## src/rtl/mc_pkg.sv

```systemverilog
// Shared types and constants for the multicycle MIPS control unit.
package mc_pkg;

    // FSM states; FETCH is zero, the rest follow the instruction flow order.
    typedef enum logic [3:0] {
        FETCH   = 4'd0,
        DECODE  = 4'd1,
        MEMADR  = 4'd2,
        MEMRD   = 4'd3,
        MEMWB   = 4'd4,
        MEMWR   = 4'd5,
        EXECUTE = 4'd6,
        ALUWB   = 4'd7,
        BRANCH  = 4'd8,
        ADDIEX  = 4'd9,
        ADDIWB  = 4'd10,
        JUMP    = 4'd11
    } state_t;

    // Opcodes understood by the decoder.
    localparam logic [5:0] OP_RTYPE = 6'b000000;
    localparam logic [5:0] OP_LW    = 6'b100011;
    localparam logic [5:0] OP_SW    = 6'b101011;
    localparam logic [5:0] OP_BEQ   = 6'b000100;
    localparam logic [5:0] OP_BNE   = 6'b000101;
    localparam logic [5:0] OP_ADDI  = 6'b001000;
    localparam logic [5:0] OP_J     = 6'b000010;

    // What the ALU decoder should produce: fixed add, fixed subtract, or funct-driven.
    typedef enum logic [1:0] {
        ADD   = 2'd0,
        SUB   = 2'd1,
        FUNCT = 2'd2
    } aluop_t;

    // ALU operation codes (4-bit native encoding).
    localparam logic [3:0] ALU_ADD = 4'b0010;
    localparam logic [3:0] ALU_SUB = 4'b0110;
    localparam logic [3:0] ALU_AND = 4'b0000;
    localparam logic [3:0] ALU_OR  = 4'b0001;
    localparam logic [3:0] ALU_SLT = 4'b0111;

    // R-type function fields.
    localparam logic [5:0] FN_ADD = 6'b100000;
    localparam logic [5:0] FN_SUB = 6'b100010;
    localparam logic [5:0] FN_AND = 6'b100100;
    localparam logic [5:0] FN_OR  = 6'b100101;
    localparam logic [5:0] FN_SLT = 6'b101010;

    // True when the opcode has a defined execution path; bne only when enabled.
    function automatic logic op_supported(input logic [5:0] opc, input logic bne_en);
        logic ok;
        ok = 1'b0;
        case (opc)
            OP_RTYPE, OP_LW, OP_SW, OP_BEQ, OP_ADDI, OP_J: ok = 1'b1;
            OP_BNE:  ok = bne_en;
            default: ok = 1'b0;
        endcase
        return ok;
    endfunction

endpackage

```

## src/rtl/mc_aludec.sv

```systemverilog
// Combinational ALU decoder: maps the FSM's ALU request and funct to an ALU code.
module mc_aludec
    import mc_pkg::*;
#(
    parameter int ALUCTRL_W = 4
) (
    input  aluop_t               aluop,
    input  logic [5:0]           funct,
    output logic [ALUCTRL_W-1:0] alucontrol
);

    logic [3:0] ctrl;

    // Unknown funct codes fall back to add; writeback is never suppressed here.
    always_comb begin
        ctrl = ALU_ADD;
        case (aluop)
            ADD: ctrl = ALU_ADD;
            SUB: ctrl = ALU_SUB;
            FUNCT: begin
                case (funct)
                    FN_ADD:  ctrl = ALU_ADD;
                    FN_SUB:  ctrl = ALU_SUB;
                    FN_AND:  ctrl = ALU_AND;
                    FN_OR:   ctrl = ALU_OR;
                    FN_SLT:  ctrl = ALU_SLT;
                    default: ctrl = ALU_ADD;
                endcase
            end
            default: ctrl = ALU_ADD;
        endcase
    end

    assign alucontrol = ALUCTRL_W'(ctrl);

endmodule

```

## src/rtl/multicycle_controller.sv

```systemverilog
// Moore FSM control unit for the multicycle MIPS datapath (shared ALU, unified memory).
//
// Memory handshake: in FETCH, MEMRD and MEMWR the FSM presents a request (address
// select, and memwrite for stores) and holds every output steady until a cycle in
// which mem_ready=1; that cycle completes the access and the FSM advances on the
// following edge. mem_ready is ignored in every other state.
module multicycle_controller
    import mc_pkg::*;
#(
    parameter int ALUCTRL_W = 4,
    parameter bit BNE_EN    = 1'b1
) (
    input  logic                 clk,
    input  logic                 reset,
    input  logic [5:0]           op,
    input  logic [5:0]           funct,
    input  logic                 zero,
    input  logic                 mem_ready,
    output logic                 pcen,
    output logic                 iord,
    output logic                 irwrite,
    output logic                 memwrite,
    output logic                 memtoreg,
    output logic                 regdst,
    output logic                 regwrite,
    output logic                 alusrca,
    output logic [1:0]           alusrcb,
    output logic [1:0]           pcsrc,
    output logic [ALUCTRL_W-1:0] alucontrol,
    output logic                 illegal,
    output logic [3:0]           state
);

    state_t                state_q;
    state_t                state_d;
    aluop_t                aluop;
    logic                  alu_en;
    logic [ALUCTRL_W-1:0]  dec_ctrl;
    logic                  irw_s;
    logic                  pcw_s;
    logic                  mw_s;
    logic                  rw_s;
    logic                  ill_s;
    logic                  branch;
    logic                  is_bne;

    assign is_bne = BNE_EN && (op == OP_BNE);

    // State register; reset aborts whatever instruction is in flight.
    always_ff @(posedge clk) begin
        if (reset) state_q <= FETCH;
        else       state_q <= state_d;
    end

    // Next-state logic: only FETCH, MEMRD and MEMWR may hold for more than one cycle.
    always_comb begin
        state_d = FETCH;
        case (state_q)
            FETCH:   state_d = mem_ready ? DECODE : FETCH;
            DECODE: begin
                case (op)
                    OP_LW, OP_SW: state_d = MEMADR;
                    OP_RTYPE:     state_d = EXECUTE;
                    OP_BEQ:       state_d = BRANCH;
                    OP_BNE:       state_d = BNE_EN ? BRANCH : FETCH;
                    OP_ADDI:      state_d = ADDIEX;
                    OP_J:         state_d = JUMP;
                    default:      state_d = FETCH;
                endcase
            end
            MEMADR:  state_d = (op == OP_LW) ? MEMRD : MEMWR;
            MEMRD:   state_d = mem_ready ? MEMWB : MEMRD;
            MEMWB:   state_d = FETCH;
            MEMWR:   state_d = mem_ready ? FETCH : MEMWR;
            EXECUTE: state_d = ALUWB;
            ALUWB:   state_d = FETCH;
            BRANCH:  state_d = FETCH;
            ADDIEX:  state_d = ADDIWB;
            ADDIWB:  state_d = FETCH;
            JUMP:    state_d = FETCH;
            default: state_d = FETCH;
        endcase
    end

    // Moore output decode; every output defaults to 0 outside the states that use it.
    always_comb begin
        iord     = 1'b0;
        memtoreg = 1'b0;
        regdst   = 1'b0;
        alusrca  = 1'b0;
        alusrcb  = 2'b00;
        pcsrc    = 2'b00;
        irw_s    = 1'b0;
        pcw_s    = 1'b0;
        mw_s     = 1'b0;
        rw_s     = 1'b0;
        ill_s    = 1'b0;
        branch   = 1'b0;
        alu_en   = 1'b0;
        aluop    = ADD;
        case (state_q)
            FETCH: begin
                alusrcb = 2'b01;
                alu_en  = 1'b1;
                irw_s   = mem_ready;
                pcw_s   = mem_ready;
            end
            DECODE: begin
                alusrcb = 2'b11;
                alu_en  = 1'b1;
                ill_s   = !op_supported(op, BNE_EN);
            end
            MEMADR: begin
                alusrca = 1'b1;
                alusrcb = 2'b10;
                alu_en  = 1'b1;
            end
            MEMRD:   iord = 1'b1;
            MEMWB: begin
                memtoreg = 1'b1;
                rw_s     = 1'b1;
            end
            MEMWR: begin
                iord = 1'b1;
                mw_s = 1'b1;
            end
            EXECUTE: begin
                alusrca = 1'b1;
                alu_en  = 1'b1;
                aluop   = FUNCT;
            end
            ALUWB: begin
                regdst = 1'b1;
                rw_s   = 1'b1;
            end
            BRANCH: begin
                alusrca = 1'b1;
                alu_en  = 1'b1;
                aluop   = SUB;
                pcsrc   = 2'b01;
                branch  = 1'b1;
            end
            ADDIEX: begin
                alusrca = 1'b1;
                alusrcb = 2'b10;
                alu_en  = 1'b1;
            end
            ADDIWB:  rw_s = 1'b1;
            JUMP: begin
                pcsrc = 2'b10;
                pcw_s = 1'b1;
            end
            default: ;
        endcase
    end

    mc_aludec #(.ALUCTRL_W(ALUCTRL_W)) u_aludec (
        .aluop      (aluop),
        .funct      (funct),
        .alucontrol (dec_ctrl)
    );

    assign alucontrol = alu_en ? dec_ctrl : '0;

    // Write strobes are squashed while reset is high so an aborted instruction never commits.
    assign pcen     = !reset && (pcw_s || (branch && (zero ^ is_bne)));
    assign irwrite  = !reset && irw_s;
    assign memwrite = !reset && mw_s;
    assign regwrite = !reset && rw_s;
    assign illegal  = !reset && ill_s;
    assign state    = state_q;

endmodule

```

## config.mk

```make
export PLATFORM = sky130hd
export DESIGN_NAME = multicycle_controller
export DESIGN_NICKNAME = d
export VERILOG_FILES = /design/src/rtl/mc_pkg.sv /design/src/rtl/mc_aludec.sv /design/src/rtl/multicycle_controller.sv
export SDC_FILE = /design/constraint.sdc
export NUM_CORES = 1
export LEC_CHECK = 0
export BUFFER_PORTS_ARGS = -buffer_cell sky130_fd_sc_hd__clkbuf_2
export CORE_AREA = 2 2 44 46
export DETAILED_ROUTE_END_ITERATION = 10
export DIE_AREA = 0 0 46 48
export PLACE_DENSITY = 0.75
export SLEW_MARGIN = 20
export SYNTH_ARGS = -nofsm -noshare
export SYNTH_HDL_FRONTEND = slang
export SYNTH_SLANG_ARGS = --single-unit
```

## constraint.sdc

```tcl
create_clock -name clk -period 2.2 [get_ports clk]
set_clock_uncertainty 0.15 [all_clocks]
set_input_delay 0.55 -clock clk [delete_from_list [all_inputs] [get_ports clk]]
set_output_delay 0.55 -clock clk [all_outputs]
set_load 0.1 [all_outputs]
```

==> results.sh, run 1 <==
export IMPL_initial_utilization_pct=42.96
export IMPL_async_flop_share_pct=0
export IMPL_synth_most_common_cell="nor2_1"
export IMPL_synth_avg_cell_area_sq_um=7.185
export IMPL_htreeDepth=1
export IMPL_root_buffer="clkbuf_4"
export IMPL_status="did not finish"
export IMPL_place_inst=171
export IMPL_ys_top_cells_by_count="nor2_1 (16), nor3_1 (10), inv_1 (6)"
export IMPL_ioPinCount=37
export IMPL_cts_repair_resized=28
export IMPL_clockBufferDepth=2
export IMPL_numCtsBuffers=3
export IMPL_post_cts_repair_setup_buffers=7
export IMPL_synth_edf_count=0
export IMPL_stop_stage="4_1_cts"
export IMPL_place_gp_congestion=0.9093
export IMPL_portBuffers=35
export IMPL_yosys_cell_types_count=43
export IMPL_synth_top_area_share_pct=11.03
export IMPL_synthTopCellsByArea="dfxtp_1 (11%), nor2_1 (8.3%), nor3_1 (6.9%), a2111oi_4 (3.8%), ha_1 (3.4%)"
export IMPL_ys_seq_area_share_pct=11.03
export IMPL_yosys_warnings=0
export IMPL_synth_area_sq_um=725.7
export IMPL_yosysTopAreaCell="dfxtp_1"
export IMPL_die_y_microns=48
export IMPL_die_w_microns=46
export IMPL_synth_main_ff_cell="dfxtp_1"
export IMPL_ys_ff_latch=4
export IMPL_error="[ERROR DPL-0038] Utilization greater than 100%, impossible to legalize"
export IMPL_hold_buffers=0
export IMPL_cts_sinks=4
export IMPL_dp_hpwl_microns=2218
export IMPL_rows=15
export IMPL_syn_nets=119
export IMPL_synthCells=101
[metrics by stage]
step / cell area, sq um / worst slack [ns] / hold WS, ns / TNS (ns)
after detailed placement: 1506 / -0.2191 / 0.4663 / -0.6691
after global placement: 1506 / -0.1864 / 0.4587 / -0.3716
after floorplan: 934.6 / -0.8534 / 0.4662 / -4.740
[cells by family after synthesis]
logic type / after synthesis / synth area share (%)
xor gates and xnor gates: 4 / 5.863
and+or+nand+nor: 54 / 43.10
buffers and inverters: 14 / 10.52
adders and majority gates: 2 / 3.448
muxes: 1 / 1.379
DFF: 4 / 11.03
AOI/OAI and AO/OA: 21 / 24.14
other: 1 / 0.5167
==> run 2: changes to the inputs <==
--- a/config.mk
+++ b/config.mk
@@ -6,10 +6,10 @@
 export NUM_CORES = 1
 export LEC_CHECK = 0
 export BUFFER_PORTS_ARGS = -buffer_cell sky130_fd_sc_hd__clkbuf_2
-export CORE_AREA = 2 2 44 46
+export CORE_AREA = 2 2 63 65
 export DETAILED_ROUTE_END_ITERATION = 10
-export DIE_AREA = 0 0 46 48
-export PLACE_DENSITY = 0.75
+export DIE_AREA = 0 0 65 67
+export PLACE_DENSITY_LB_ADDON = 0.15
 export SLEW_MARGIN = 20
 export SYNTH_ARGS = -nofsm -noshare
 export SYNTH_HDL_FRONTEND = slang
==> run 2 against run 1 <==
The flow now finishes, with violations (negative setup slack); area after synthesis unchanged; synthesized cell count unchanged.
==> results.sh, run 2 <==
export IMPL_status="finished, violations left"
export IMPL_violations="negative setup slack"
export IMPL_crit_family="simple AND/OR/NAND/NOR gates"
export IMPL_synth_compound_area_share_pct=24.14
export IMPL_p_per_area_nw_per_um2=254.3
export IMPL_synth_avg_cell_area_sq_um=7.185
export IMPL_drv_slew=0
export IMPL_ant_nets=0
export IMPL_rows=22
export IMPL_tns_ns=-0.7327
export IMPL_fin_area_sq_um=1831
export IMPL_hp_class="reg -> reg"
export IMPL_place_area_sq_um=1575
export IMPL_p_leak_nw=0.6972
export IMPL_synth_edf_count=0
export IMPL_grt_pass1_vias=1038
export IMPL_largest_reg_flops=4
export IMPL_critPathRequiredTime_ns=1.50
export IMPL_synth_top_family_by_area="simple AND/OR/NAND/NOR gates"
export IMPL_setup_viol=5
export IMPL_final_util_pct=50.76
export IMPL_synthTopCellsByArea="dfxtp_1 (11%), nor2_1 (8.3%), nor3_1 (6.9%), a2111oi_4 (3.8%), ha_1 (3.4%)"
export IMPL_firstDrtPassIters=4
export IMPL_final_cells=214
export IMPL_hold_ws_ns=0.5053
export IMPL_clk_insertion_delay_late_ns=0.21
export IMPL_ioPinCount=37
export IMPL_htreeDepth=1
export IMPL_worst_path_max_fanout=2
export IMPL_core_area_sq_um=3606
export IMPL_dp_hpwl_microns=2307
export IMPL_synth_top_area_share_pct=11.03
export IMPL_synthXorXnorAreaFrac_pct=5.862
export IMPL_drive_above_1_share_pct=71.08
export IMPL_post_place_ws_ns=-0.2713
export IMPL_total_power_mw=0.4654
export IMPL_ir_drop_uv=261.3
export IMPL_ys_ff_latch=4
export IMPL_endpoint_kind="output port"
export IMPL_cp_num_buf_inv=2
export IMPL_ys_top_cells_by_count="nor2_1 (16), nor3_1 (10), inv_1 (6)"
export IMPL_period_share_pct=108.0
export IMPL_grt_total_usage_pct=13.68
export IMPL_cp_slowest_cell="nor4_4"
export IMPL_area_delta_synth_final_pct=152.2
export IMPL_yosysTopAreaCell="dfxtp_1"
export IMPL_initial_utilization_pct=20.12
export IMPL_worstSetupPathType="in -> out"
export IMPL_root_buffer="clkbuf_8"
export IMPL_portBuffers=35
export IMPL_cts_tree="yes"
export IMPL_max_freq_mhz=420.9
export IMPL_layout_commonest_cell="buf_4"
export IMPL_synth_most_common_cell="nor2_1"
export IMPL_yosys_warnings=0
export IMPL_synthCells=101
export IMPL_cts_sinks=4
export IMPL_rsz0062_at_grt="yes"
export IMPL_fin_crit_ns=2.376
export IMPL_dieArea_sq_um=4355
export IMPL_drv_cap=0
export IMPL_numCtsBuffers=3
export IMPL_post_drt_via_cell_ratio=4.799
export IMPL_n_antenna_cell=0
export IMPL_start_kind="primary input"
export IMPL_die_y_microns=67
export IMPL_fin_ws_ns=-0.1758
export IMPL_synth_area_sq_um=725.7
export IMPL_max_stage_delay_ns=0.28
export IMPL_nets=186
export IMPL_wl_per_cell_microns=13.74
export IMPL_place_gp_congestion=0.7966
export IMPL_clockBufferDepth=2
export IMPL_dr_total_vias=1027
export IMPL_grt_first_pass_wirelength_microns=4712
export IMPL_cp_data_arrival_time_ns=1.68
export IMPL_maxSlewHeadroom_pct=64.00
export IMPL_yosys_cell_types_count=43
export IMPL_n_fill_cell=341
export IMPL_detail_route_drc_violations=0
export IMPL_final_cell_mix="buf_4 (31), buf_12 (17), clkbuf_2 (16)"
export IMPL_syn_nets=119
export IMPL_place_inst=206
export IMPL_muxShareOfSynthArea_pct=1.379
export IMPL_synthAdderAreaFrac_pct=3.448
export IMPL_synthSimpleGateAreaFrac_pct=43.10
export IMPL_async_flop_share_pct=0
export IMPL_die_w_microns=65
export IMPL_path_cells="clkbuf_16, nor4_4, nand3_1, xnor2_1, a31o_2, buf_12"
export IMPL_ys_seq_area_share_pct=11.03
export IMPL_grt_remaining_overflow=0
export IMPL_worst_slew_pin_slew_ns=0.5423
export IMPL_wl_microns=2940
export IMPL_grt_max_degree=15
export IMPL_hold_viol_final=0
export IMPL_synth_main_ff_cell="dfxtp_1"
export IMPL_drt_iter0_drc=17
export IMPL_antenna_found_initial=0
export IMPL_path_clk_slew_ns=0.03
## run 2: worst paths after layout
| path | start | endpoint | slack [ns] | cells after the start |
|---|---|---|---|---|
| worst min register to register | state[3] | state[2] | 0.51 | 2 |
| worst max register to register | state[2] | state[2] | 0.44 | 6 |
| worst max-delay path | op[3] | pcen | -0.18 | 6 |
| worst min-delay path | state[3] | state[2] | 0.51 | 2 |
## run 2: area by class of cell
| type | count | area [sq um] | share of cell area (%) |
|---|---|---|---|
| multi-input combinational | 83 | 868.3 | 47.44 |
| timing repair buffer | 70 | 739.5 | 40.40 |
| sequential | 4 | 95.09 | 5.195 |
| tap | 48 | 60.06 | 3.281 |
| clock buffer | 3 | 41.29 | 2.256 |
| inverter | 6 | 26.28 | 1.435 |
## run 2: per-layer routing
metal	track usage, %	vias to the layer above	share of wire, %	wire, microns
met3	2.027	0	4.7	137
met1	17.27	487	41	1209
met2	25.52	28	54	1593
met4	0.7979	0	0	0
li1	-	512	-	-
met5	0	-	0	0
## run 2: repair_timing
action                                  CTS  global route
pin swaps                                 6             5
gates resized for setup                  19             8
hold buffers                              0             0
buffers inserted                          3             3
endpoints found under the setup margin    6             8
## run 2: kinds of logic (layout without fill, tap and decap cells)
group	Yosys count	in the layout
compound gates	21	21
xor+xnor	4	4
fa+ha+maj	2	2
buf+inv	14	79
flops	4	4
mux	1	1
other cells	1	1
simple gates	54	54
## run 2: worst reg2reg max path: cells and delay by family (launching register included)
family,cells,cell delay [ns]
and+or+nand+nor,1,0.11
DFF,1,0.36
buffers and inverters,2,0.37
AOI/OAI and AO/OA,3,0.67
## run 2: power breakdown
part	switching (mW)	leakage [nW]	internal, mW
clock	0.0350	0.0216	0.116
sequential	0.00195	0.0355	0.0711
combinational	0.141	0.640	0.0998
(Power assumes the default switching activity.)
==> run 3: changes to the inputs <==
--- a/config.mk
+++ b/config.mk
@@ -9,7 +9,7 @@
 export CORE_AREA = 2 2 63 65
 export DETAILED_ROUTE_END_ITERATION = 10
 export DIE_AREA = 0 0 65 67
-export PLACE_DENSITY_LB_ADDON = 0.15
+export PLACE_DENSITY = 0.44
 export SLEW_MARGIN = 20
 export SYNTH_ARGS = -nofsm -noshare
 export SYNTH_HDL_FRONTEND = slang
==> run 3 against run 2 <==
The flow still finishes with violations (negative setup slack); count of clock-buffer cells in the layout unchanged; global-route usage down 0.97 points; utilization is 2.6 points lower; sequential power about the same; non-clock buffer count shrank 4; maximum frequency increased by 0.44%; setup slack better by 0.011 ns; clock power about the same; die area stayed put; critical path depth rose by 2; sequential share of layout area is 0.28 points higher; critical path type is now reg -> out.
==> results.sh, run 3 (same netlist as run 2, synthesis figures left out) <==
export IMPL_layout_commonest_cell="buf_4"
export IMPL_start_kind="register"
export IMPL_critPathRequiredTime_ns=1.50
export IMPL_max_freq_mhz=422.8
export IMPL_maxSlewHeadroom_pct=64.02
export IMPL_die_y_microns=67
export IMPL_clk_insertion_delay_late_ns=0.22
export IMPL_p_per_area_nw_per_um2=259.7
export IMPL_drv_slew=0
export IMPL_period_share_pct=107.5
export IMPL_antenna_found_initial=0
export IMPL_drv_cap=0
export IMPL_endpoint_kind="output port"
export IMPL_htreeDepth=1
export IMPL_rows=22
export IMPL_path_clk_slew_ns=0.03
export IMPL_detail_route_drc_violations=0
export IMPL_fin_crit_ns=2.365
export IMPL_fin_ws_ns=-0.1653
export IMPL_dp_hpwl_microns=2262
export IMPL_cts_tree="yes"
export IMPL_p_int_mw=0.2764
export IMPL_hold_viol_final=0
export IMPL_post_drt_via_cell_ratio=4.795
export IMPL_p_switching_mw=0.1749
export IMPL_grt_first_pass_wirelength_microns=4395
export IMPL_worst_path_max_fanout=3
export IMPL_switching_share_pct=38.76
export IMPL_final_util_pct=48.20
export IMPL_p_leak_nw=0.6564
export IMPL_root_buffer="clkbuf_8"
export IMPL_place_gp_congestion=0.8141
export IMPL_p_comb_share_pct=49.8
export IMPL_hp_start="state[3]"
export IMPL_final_cell_mix="buf_4 (29), clkbuf_2 (17), buf_12 (15)"
export IMPL_wl_microns=2789
export IMPL_cp_data_arrival_time_ns=1.67
export IMPL_largest_reg_flops=4
export IMPL_clockBufferDepth=2
export IMPL_grt_remaining_overflow=0
export IMPL_worstSetupPathType="reg -> out"
export IMPL_rsz0062_at_grt="yes"
export IMPL_hp_class="reg -> reg"
export IMPL_grt_max_degree=14
export IMPL_drt_iter0_drc=32
export IMPL_area_delta_synth_final_pct=139.5
export IMPL_p_clk_share_pct=34.0
export IMPL_n_antenna_cell=0
export IMPL_nets=182
export IMPL_portBuffers=35
export IMPL_ioPinCount=37
export IMPL_die_w_microns=65
export IMPL_cts_sinks=4
export IMPL_firstDrtPassIters=4
export IMPL_startpoint="state[2]"
export IMPL_dieArea_sq_um=4355
export IMPL_dr_total_vias=1007
export IMPL_setup_viol=5
export IMPL_drive_above_1_share_pct=69.75
export IMPL_tns_ns=-0.6984
export IMPL_r2r_start="state[2]"
export IMPL_violations="negative setup slack"
export IMPL_ir_drop_uv=427.6
export IMPL_initial_utilization_pct=20.12
export IMPL_core_area_sq_um=3606
export IMPL_grt_total_usage_pct=12.71
export IMPL_ant_nets=0
export IMPL_wl_per_cell_microns=13.28
export IMPL_numCtsBuffers=3
export IMPL_status="finished, violations left"
export IMPL_grt_pass1_vias=1035
export IMPL_hold_buffers=0
export IMPL_worst_slew_pin_slew_ns=0.5421
export IMPL_pwr_share_seq_pct=16.2
[run 3: changes by cell type in the layout (fill, tap and decap cells not counted), moves of 2 or more]
cell	change
nor2_2	+2
clkbuf_8	-2
buf_12	-2
nor2_1	-2
buf_4	-2
[run 3: worst paths after layout]
kind	endpoint	slack [ns]	cells past startpoint
max	alucontrol[1]	-0.17	8
min	state[2]	0.51	2
max reg2reg	state[2]	0.53	6
min reg2reg	state[2]	0.51	2
[run 3: layout make-up]
type | count | area [sq um]
clock buffer | 3 | 41.29
fill | 362 | 1868
inverter | 6 | 26.28
multi-input combinational | 83 | 838.3
sequential | 4 | 95.09
tap | 48 | 60.06
timing repair buffer | 66 | 676.9
[run 3: per-layer routing]
metal	GRT usage [%]	vias up	part of all wire [%]
met1	14.42	482	41
li1	-	497	-
met3	2.703	2	3.4
met2	24.74	26	55
met4	1.596	0	0.14
met5	0	-	0
[run 3: power by group through the flow]
stage	clock network [mW]	registers, mW	logic (mW)
2_1_floorplan	0	0.0859	0.113
3_3_place_gp	0	0.0737	0.206
3_5_place_dp	0	0.0738	0.208
4_1_cts	0.157	0.0730	0.215
5_1_grt	0.163	0.0732	0.236
6_report	0.154	0.0731	0.225
[run 3: stage by stage]
step	hold slack [ns]	area (sq um)	worst slack, ns	power [mW]	instances
6_report	0.5080	1738	-0.1653	0.4513	210
5_1_grt	0.5263	1738	-0.2135	0.4721	210
4_1_cts	0.5045	1653	-0.1836	0.4451	208
3_5_place_dp	0.4964	1555	-0.2899	0.2814	205
3_3_place_gp	0.4890	1555	-0.2658	0.2793	205
2_1_floorplan	0.4662	934.6	-0.8534	0.1993	101
[run 3: worst max-delay path, cell delays in order, from the launching register on]
cell and delay, ns:
dfxtp_4 0.35, nand2b_4 0.14, nand2b_4 0.16, ha_4 0.18, buf_4 0.13, a211oi_2 0.16
buf_4 0.14, nor2_4 0.03, buf_12 0.15
[run 3: what timing repair did]
item | CTS | global route
pin swaps | 6 | 7
gates resized for setup | 10 | 16
endpoints found under the setup margin | 6 | 10
setup buffers | 0 | 3
==> run 4: changes to the inputs <==
--- a/config.mk
+++ b/config.mk
@@ -10,7 +10,9 @@
 export DETAILED_ROUTE_END_ITERATION = 10
 export DIE_AREA = 0 0 65 67
 export PLACE_DENSITY = 0.44
+export SETUP_SLACK_MARGIN = 0.02
 export SLEW_MARGIN = 20
 export SYNTH_ARGS = -nofsm -noshare
 export SYNTH_HDL_FRONTEND = slang
+export SYNTH_HIERARCHICAL = 1
 export SYNTH_SLANG_ARGS = --single-unit
==> run 4 against run 3 <==
The run ends with max-slew violations, negative setup slack left; flip-flop and latch count stayed put; utilization is 3.8 points higher; setup slack worse by 0.26 ns; register-to-register slack worse by 0.06 ns; sequential share of layout area is 0.40 points lower; area after synthesis is 2.9% lower; non-clock buffer count is 12 higher; first-iteration DRC count is 34% lower; synthesized cell count stayed put; critical endpoint is now pcen; design area is 7.9% higher; global-route usage is 1.4 points higher; power is 0.22% lower.
==> results.sh, run 4 <==
export IMPL_status="finished, violations left"
export IMPL_violations="max-slew violations, negative setup slack"
export IMPL_root_buffer="clkbuf_8"
export IMPL_drive_above_1_share_pct=72.25
export IMPL_wl_microns=3004
export IMPL_synth_avg_cell_area_sq_um=6.975
export IMPL_yosys_warnings=6
export IMPL_antenna_found_initial=0
export IMPL_firstDrtPassIters=4
export IMPL_numCtsBuffers=3
export IMPL_final_util_pct=52.01
export IMPL_largest_reg_flops=4
export IMPL_grt_pass1_vias=1085
export IMPL_worst_slew_pin_slew_ns=1.807
export IMPL_clockBufferDepth=2
export IMPL_syn_nets=119
export IMPL_rows=22
export IMPL_hp_class="reg -> reg"
export IMPL_path_clk_slew_ns=0.03
export IMPL_tns_ns=-2.057
export IMPL_yosys_cell_types_count=43
export IMPL_synth_edf_count=0
export IMPL_yosysTopAreaCell="dfxtp_1"
export IMPL_cts_sinks=4
export IMPL_hold_buffers=0
export IMPL_synth_area_sq_um=704.4
export IMPL_die_y_microns=67
export IMPL_synth_top_area_share_pct=11.37
export IMPL_n_antenna_cell=0
export IMPL_dr_total_vias=1053
export IMPL_fin_crit_ns=2.629
export IMPL_endpoint_kind="output port"
export IMPL_initial_utilization_pct=19.54
export IMPL_cts_tree="yes"
export IMPL_post_drt_via_cell_ratio=4.765
export IMPL_rsz0062_at_grt="yes"
export IMPL_dp_hpwl_microns=2452
export IMPL_hold_viol_final=0
export IMPL_ys_seq_area_share_pct=11.37
export IMPL_drv_cap=0
export IMPL_detail_route_drc_violations=0
export IMPL_synthTopCellsByArea="dfxtp_1 (11%), nor2_1 (6.4%), a21oi_1 (5.7%), nor2b_1 (4.4%), nor3_1 (4.3%)"
export IMPL_worst_path_max_fanout=2
export IMPL_wl_per_cell_microns=13.59
export IMPL_p_leak_nw=0.7264
export IMPL_hold_ws_ns=0.5732
export IMPL_start_kind="primary input"
export IMPL_place_area_sq_um=1614
export IMPL_ant_nets=0
export IMPL_ys_top_cells_by_count="nor2_1 (12), a21oi_1 (8), nor3_1 (6)"
export IMPL_die_w_microns=65
export IMPL_clk_insertion_delay_late_ns=0.21
export IMPL_synth_most_common_cell="nor2_1"
export IMPL_dieArea_sq_um=4355
export IMPL_fin_ws_ns=-0.4286
export IMPL_setup_viol=7
export IMPL_place_gp_congestion=0.7527
export IMPL_layout_commonest_cell="buf_4"
export IMPL_grt_max_degree=14
export IMPL_period_share_pct=119.5
export IMPL_drv_slew=1
export IMPL_worstSetupPathType="in -> out"
export IMPL_post_place_ws_ns=-0.5593
export IMPL_final_cell_mix="buf_4 (33), clkbuf_2 (17), buf_12 (16)"
export IMPL_drt_iter0_drc=21
export IMPL_async_flop_share_pct=0
export IMPL_ir_drop_uv=172.4
export IMPL_grt_remaining_overflow=0
export IMPL_fin_area_sq_um=1876
export IMPL_maxSlewHeadroom_pct=-20.73
export IMPL_cp_data_arrival_time_ns=1.93
export IMPL_area_delta_synth_final_pct=166.3
export IMPL_grt_first_pass_wirelength_microns=4802
export IMPL_ioPinCount=37
export IMPL_synth_main_ff_cell="dfxtp_1"
export IMPL_htreeDepth=1
export IMPL_portBuffers=35
export IMPL_nets=193
export IMPL_ys_ff_latch=4
export IMPL_p_per_area_nw_per_um2=240.1
export IMPL_critPathRequiredTime_ns=1.50
export IMPL_max_freq_mhz=380.4
export IMPL_grt_total_usage_pct=14.15
export IMPL_synthCells=101
export IMPL_core_area_sq_um=3606
==> run 4: cell type report <==
type | instances | area, sq um
Clock buffer | 3 | 41.29
Fill cell | 332 | 1730
Inverter | 4 | 15.01
Multi-Input combinational cell | 84 | 868.3
Sequential cell | 4 | 95.09
Tap cell | 48 | 60.06
Timing Repair Buffer | 78 | 795.8
==> run 4: kinds of logic after synthesis <==
logic type / count (synthesis) / synth area share [%]
buf+inv: 13 / 8.702
compound gates: 25 / 23.09
other cells: 1 / 0.5323
mux: 2 / 3.019
fa+ha+maj: 2 / 3.552
flops: 4 / 11.37
simple gates: 52 / 47.25
xor+xnor: 2 / 2.487
==> run 4: worst paths after layout <==
kind	startpoint	to	slack, ns	cells after the start
hold reg to reg	state[3]	state[0]	0.57	3
hold / removal	state[3]	state[0]	0.57	3
setup / recovery	op[1]	pcen	-0.43	6
setup reg to reg	state[2]	state[2]	0.47	6
==> run 4: what timing repair did <==
action | CTS | global route
setup buffers | 3 | 7
gates resized for setup | 16 | 22
cloned | 0 | 0
setup endpoints to repair | 9 | 9
pin swaps | 6 | 12
==> run 4: report_power, final <==
group          internal, mW  total, mW  switching (mW)
combinational        0.0973      0.225           0.128
clock                 0.116      0.152          0.0354
sequential           0.0710     0.0730         0.00205
==> run 4: through the flow <==
stage               power, mW  std cells
finish                 0.4503        221
global route           0.4731        221
CTS                    0.4422        215
detailed placement     0.2812        209
global placement       0.2774        209
floorplan              0.1917        101
==> run 4: layer usage <==
metal	share of wire, %	wire length, microns	GRT usage (%)	vias up
met5	0	0	0	-
met2	55	1659	28.09	28
met3	3.5	104	2.196	2
met4	0.47	14	4.521	0
li1	-	-	-	528
met1	41	1226	15.05	495
==> run 4: critical path, cell delays in order <==
cell and delay (ns):
buf_6 0.10, nor4_4 0.30, nand3_2 0.15, or4b_4 0.52, o311ai_4 0.09, buf_12 0.22
